<file path="src/rtl/bus_arbiter_pkg.sv">
// Shared definitions for the round-robin bus arbiter.
// State encodings and default sizing.
package bus_arbiter_pkg;

  localparam int N_REQ_DEF    = 4;
  localparam int IDX_W_DEF    = 2;
  localparam int MAX_HOLD_DEF = 16;

  typedef enum logic [1:0] {
    ARB_IDLE    = 2'd0,
    ARB_GRANT   = 2'd1,
    ARB_RELEASE = 2'd2
  } arb_state_t;

endpackage

</file>
<file path="src/rtl/bus_arbiter_if.sv">
// Request/grant bundle between the requesters and the arbiter.
// master = requester side, slave = arbiter side.
interface bus_arbiter_if
  import bus_arbiter_pkg::*;
#(
  parameter int N_REQ = N_REQ_DEF,
  parameter int IDX_W = IDX_W_DEF
);

  logic [N_REQ-1:0] req;
  logic [N_REQ-1:0] done;
  logic [N_REQ-1:0] grant;
  logic             busy;
  logic [IDX_W-1:0] owner;
  logic             timeout;

  modport master (
    output req, done,
    input  grant, busy, owner, timeout
  );

  modport slave (
    input  req, done,
    output grant, busy, owner, timeout
  );

endinterface

</file>
<file path="src/rtl/bus_arbiter_rr_picker.sv">
// Rotating priority encoder: first set req bit after last,
// wrapping modulo N_REQ.
module bus_arbiter_rr_picker
  import bus_arbiter_pkg::*;
#(
  parameter int N_REQ = N_REQ_DEF,
  parameter int IDX_W = IDX_W_DEF
) (
  input  logic [N_REQ-1:0] req,
  input  logic [IDX_W-1:0] last,
  output logic             any,
  output logic [IDX_W-1:0] sel
);

  // distance from last+1 decides priority; smallest wins
  always_comb begin
    int best;
    int d;
    any  = 1'b0;
    sel  = '0;
    best = N_REQ;
    d    = 0;
    for (int j = 0; j < N_REQ; j++) begin
      d = j - int'(last) - 1;
      if (d < 0) d = d + N_REQ;
      if (req[j] && d < best) begin
        best = d;
        any  = 1'b1;
        sel  = IDX_W'(j);
      end
    end
  end

endmodule

</file>
<file path="src/rtl/bus_arbiter.sv">
// Round-robin owner arbiter with one-cycle release turnaround.
// Optional watchdog enabled by defining ARB_TIMEOUT_EN.
module bus_arbiter
  import bus_arbiter_pkg::*;
#(
  parameter int N_REQ    = N_REQ_DEF,
  parameter int IDX_W    = IDX_W_DEF,
  parameter int MAX_HOLD = MAX_HOLD_DEF
) (
  input logic        clk,
  input logic        rst,
  bus_arbiter_if.slave bus
);

  if (N_REQ < 2 || N_REQ > 8 || (2 ** IDX_W) < N_REQ
      || MAX_HOLD < 2) begin : g_bad_cfg
    $error("bus_arbiter: bad parameter set");
  end

  arb_state_t       state_q, state_d;
  logic [N_REQ-1:0] grant_q, grant_d;
  logic             busy_q, busy_d;
  logic [IDX_W-1:0] owner_q, owner_d;
  logic [IDX_W-1:0] last_q, last_d;
  logic             timeout_d;
  logic             any;
  logic [IDX_W-1:0] sel;
  logic             wd_fire;
  logic             own_done;
  logic             own_req;

  bus_arbiter_rr_picker #(
    .N_REQ(N_REQ),
    .IDX_W(IDX_W)
  ) u_pick (
    .req (bus.req),
    .last(last_q),
    .any (any),
    .sel (sel)
  );

  assign own_done = bus.done[owner_q];
  assign own_req  = bus.req[owner_q];

`ifdef ARB_TIMEOUT_EN
  localparam int HOLD_W = $clog2(MAX_HOLD);
  logic [HOLD_W-1:0] hold_q;
  logic              timeout_q;

  // hold count: zero on the first grant cycle, +1 per grant cycle
  always_ff @(posedge clk or posedge rst) begin
    if (rst) begin
      hold_q    <= '0;
      timeout_q <= 1'b0;
    end else begin
      timeout_q <= timeout_d;
      if (state_q != ARB_GRANT) hold_q <= '0;
      else                      hold_q <= hold_q + 1'b1;
    end
  end

  assign wd_fire     = (hold_q == HOLD_W'(MAX_HOLD - 1));
  assign bus.timeout = timeout_q;
`else
  assign wd_fire     = 1'b0;
  assign bus.timeout = 1'b0;
`endif

  // next state and next registered outputs
  always_comb begin
    state_d   = state_q;
    grant_d   = grant_q;
    busy_d    = busy_q;
    owner_d   = owner_q;
    last_d    = last_q;
    timeout_d = 1'b0;
    unique case (state_q)
      ARB_IDLE, ARB_RELEASE: begin
        if (any) begin
          state_d = ARB_GRANT;
          grant_d = N_REQ'(1) << sel;
          busy_d  = 1'b1;
          owner_d = sel;
        end else begin
          state_d = ARB_IDLE;
          grant_d = '0;
          busy_d  = 1'b0;
        end
      end
      ARB_GRANT: begin
        if (own_done || !own_req || wd_fire) begin
          state_d   = ARB_RELEASE;
          grant_d   = '0;
          busy_d    = 1'b0;
          last_d    = owner_q;
          timeout_d = wd_fire && !own_done && own_req;
        end
      end
      default: begin
        state_d = ARB_IDLE;
        grant_d = '0;
        busy_d  = 1'b0;
        owner_d = '0;
      end
    endcase
  end

  // state, pointer and output registers
  always_ff @(posedge clk or posedge rst) begin
    if (rst) begin
      state_q <= ARB_IDLE;
      grant_q <= '0;
      busy_q  <= 1'b0;
      owner_q <= '0;
      last_q  <= IDX_W'(N_REQ - 1);
    end else begin
      state_q <= state_d;
      grant_q <= grant_d;
      busy_q  <= busy_d;
      owner_q <= owner_d;
      last_q  <= last_d;
    end
  end

  assign bus.grant = grant_q;
  assign bus.busy  = busy_q;
  assign bus.owner = owner_q;

endmodule

</file>
<file path="src/flat_wrapper.sv">
// flat-port wrapper written by rule: the top's interface ports become plain ports
module bus_arbiter_flat import bus_arbiter_pkg::*;
#(
  parameter int N_REQ    = N_REQ_DEF,
  parameter int IDX_W    = IDX_W_DEF,
  parameter int MAX_HOLD = MAX_HOLD_DEF
)
  (clk, rst, bus_req, bus_done, bus_grant, bus_busy, bus_owner, bus_timeout);
  bus_arbiter_if #(.N_REQ(N_REQ), .IDX_W(IDX_W)) bus_i ();
  input logic clk;
  input logic rst;
  input wire logic [$bits(bus_i.req)-1:0] bus_req;
  input wire logic [$bits(bus_i.done)-1:0] bus_done;
  output wire logic [$bits(bus_i.grant)-1:0] bus_grant;
  output wire logic [$bits(bus_i.busy)-1:0] bus_busy;
  output wire logic [$bits(bus_i.owner)-1:0] bus_owner;
  output wire logic [$bits(bus_i.timeout)-1:0] bus_timeout;
  assign bus_i.req = bus_req;
  assign bus_i.done = bus_done;
  assign bus_grant = bus_i.grant;
  assign bus_busy = bus_i.busy;
  assign bus_owner = bus_i.owner;
  assign bus_timeout = bus_i.timeout;
  bus_arbiter #(.N_REQ(N_REQ), .IDX_W(IDX_W), .MAX_HOLD(MAX_HOLD)) u_core (.clk(clk), .rst(rst), .bus(bus_i));
endmodule
</file>
<file path="config.mk">
export PLATFORM = sky130hd
export DESIGN_NAME = bus_arbiter_flat
export DESIGN_NICKNAME = d
export VERILOG_FILES = /design/src/rtl/bus_arbiter_pkg.sv /design/src/rtl/bus_arbiter_if.sv /design/src/rtl/bus_arbiter_rr_picker.sv /design/src/rtl/bus_arbiter.sv /design/src/flat_wrapper.sv
export SDC_FILE = /design/constraint.sdc
export NUM_CORES = 1
export LEC_CHECK = 0
export ABC_CLOCK_PERIOD_IN_PS = 6300
export BUFFER_PORTS_ARGS = -buffer_cell sky130_fd_sc_hd__buf_2
export CORE_MARGIN = 2
export CORE_UTILIZATION = 30
export CTS_BUF_LIST = sky130_fd_sc_hd__clkbuf_8
export DETAILED_ROUTE_END_ITERATION = 7
export PLACE_DENSITY = 0.47
export SYNTH_ARGS = -nofsm -noshare
export SYNTH_HDL_FRONTEND = slang
export SYNTH_SLANG_ARGS = --single-unit
</file>
<file path="constraint.sdc">
create_clock -name clk -period 6.3 [get_ports clk]
set_input_delay 1.26 -clock clk [delete_from_list [all_inputs] [get_ports clk]]
set_output_delay 1.26 -clock clk [all_outputs]
set_load 0.005 [all_outputs]
</file>
==> qor.yml <==
nNetsFinal: 300
power_density_mw_per_mm2: 534.0
maxCapViolations: 0
viasPerCell: 4.490
path_max_fanout: 4
ant_nets: 0
async_reset_ff_frac: 1.000
rsz0062_at_grt: "no"
syn_inst: 190
synth_top_area_cell: "ha_1"
cts_sinks: 10
hold_viol: 0
rows: 27
nFillCells: 593
critPathMaxStageDelay_ns: 0.42
synth-edff-count: 0
dp.cells: 311
crit_family: "compound AO/OA/AOI/OAI gates"
synthesis.area_mm2: 0.001677
dp.final_hpwl_um: 2954
initial_utilization: 0.3083
grt_max_degree: 22
endpoint_kind: "flop"
syn_to_final_growth_pct: 20.22
clk_pin_slew_worst_paths_ns: 0.05
antenna_cells: 0
netlist.area_leader.share: 0.3433
clock.fmax_mhz: 179.7
clk_latency_ns: 0.23
status: "completed"
ios: 18
die_w_um: 78.76
tns_ns: 0
fp.dieH_um: 78.76
fin_cells: 314
firstDrtPassIters: 4
max-vdd-ir-drop_mv: 0.2405
drive_gt1_frac: 0.1364
crit_type: "input pin to flop"
cts_buffer_depth: 2
cp_cell_sequence: "buf_2, nand2b_1, a2111oi_4, nand4_1, and3_1, a21o_1, a22o_1, inv_1, ha_1, o21ai_0, a211oi_1, o311ai_0, a41oi_2, nor4b_4, mux2i_1, ha_1, a21o_1, nand4_1, a21boi_0, o211a_1, nor3_1, a22oi_1"
ys_seq_elements: 10
min_period_over_period: 0.8833
die-area_mm2: 0.006202
drt_iter0_drc: 40
netlist_top_cells_count: "ha_1 (46), nand2_1 (18), inv_1 (15), nor2_1 (13)"
grt_pass1_vias: 1426
min_path_type: "flop to flop"
drcViolationCount: 0
yosysSeqAreaShare: 0.1507
gp_congestion: 0.7915
synth_area_per_cell_um2: 8.824
core_area_mm2: 0.005439
arrival_ns: 5.66
wl_um: 3415
synth_cell_types: 50
via_count: 1410
drv_slew: 0
grt_usage: 0.1220
ys_top_cells_by_area: "ha_1 (34%), dfrtp_1 (12%), nand2_1 (4.0%), inv_1 (3.4%), dfstp_2 (3.1%)"
io_buffers: 16
setup_viol: 0
antenna_found_initial: 0
fin_ws_ns: 0.7354
cts_buffers: 3
clockRootBuffer: "clkbuf_8"
tightest_slew_ns: 0.8322
fin_skew_ns: 0.003466
worstPathRequired_ns: 6.39
cts_tree: "built"
yosysWarnings: 0
finalWorstPathRequiredPeriod_ns: 5.565
start_kind: "input pin"
path_buf_inv: 2
synth_most_common_cell: "ha_1"
critPathSlowestCell: "o311ai_0"
grt_pass1_wl_um: 6099
wl_per_cell_um: 10.88
cts_resized: 0
dp_worst_setup_slack_ns: 0.4721
relSlewSlack: 0.4452
htree_levels: 1
leakage_nw: 1.021
holdBufCountCts: 0
grt-ovfl-total: 0
synth_ff_type: "dfrtp_1"
post-cts-setup-buffers: 0
area by class of cell:
type / count / area, um2 / area share
Clock buffer: 3 / 41.29 / 0.02048
Inverter: 16 / 60.06 / 0.02980
Multi-Input combinational cell: 195 / 1476 / 0.7325
Sequential cell: 10 / 252.7 / 0.1254
Tap cell: 72 / 90.09 / 0.04469
Timing Repair Buffer: 18 / 95.09 / 0.04718
layer usage:
| metal | share of wire | global-route usage |
|---|---|---|
| met1 | 0.50 | 0.1547 |
| met2 | 0.45 | 0.2120 |
| met3 | 0.029 | 0.01705 |
| met4 | 0.017 | 0.04035 |
| met5 | 0 | 0 |
kinds of logic after synthesis:
kind of cell               after synthesis  synth area share
xor gates and xnor gates                 2           0.01045
adders and majority gates               46            0.3433
muxes                                    4           0.02463
AOI/OAI and AO/OA                       50            0.2433
buffers and inverters                   18           0.04253
and+or+nand+nor                         58            0.1806
DFF                                     10            0.1507
other                                    2          0.004479
path summary, 6_finish.rpt:
path,from,cells past startpoint,to,slack (ns)
setup / recovery,bus_req[0],22,u_core.bus.owner[1],0.74
hold / removal,u_core.bus.grant[3],2,u_core.bus.grant[3],0.50
setup reg to reg,u_core.last_q[0],23,u_core.bus.owner[1],1.13
hold reg to reg,u_core.bus.grant[3],2,u_core.bus.grant[3],0.50
max in group asynchronous,rst,2,u_core.last_q[0],4.98
min in group asynchronous,rst,2,u_core.bus.grant[3],1.00
state kept, by name (all words and copies together) (netlist names):
register,count
u_core.last_q,2
u_core.bus.owner,2
u_core.bus.grant,4
u_core.state_q,2
per-stage QoR:
stage | utilization | hold slack, ns | total power (W) | area (um2)
floorplan | - | 0.4793 | 0.0008210 | 1800
global placement | 0.3630 | 0.4801 | 0.001025 | 1974
detailed placement | 0.3630 | 0.4876 | 0.001016 | 1974
CTS | 0.3706 | 0.5023 | 0.001086 | 2016
global route | 0.3706 | 0.5239 | 0.001245 | 2016
finish | 0.3706 | 0.5003 | 0.001076 | 2016
tightest hold or removal path, stage by stage, from the launching register on:
cell and delay [ns]:
dfrtp_1 0.34, nand2_1 0.05, o21ai_1 0.07
power by group:
| part | internal [W] | leakage, nW | total [W] | switching [W] |
|---|---|---|---|---|
| Combinational | 0.000387 | 0.877 | 0.000880 | 0.000493 |
| Clock | 0.0000417 | 0.0216 | 0.0000653 | 0.0000236 |
| Sequential | 0.0000965 | 0.123 | 0.000131 | 0.0000347 |
cells in the final DEF, fill, tap and decap left out, drive strengths merged, types with 7 or more instances in the layout:
master / Yosys / routed
dfrtp: 8 / 8
conb: 2 / 35
buf: 1 / 18
ha: 46 / 46
nor2: 13 / 13
inv: 16 / 16
nand2: 18 / 18
nand2b: 7 / 7
a21oi: 7 / 7
o21ai: 9 / 9
Power figures use the tool's default switching activity.
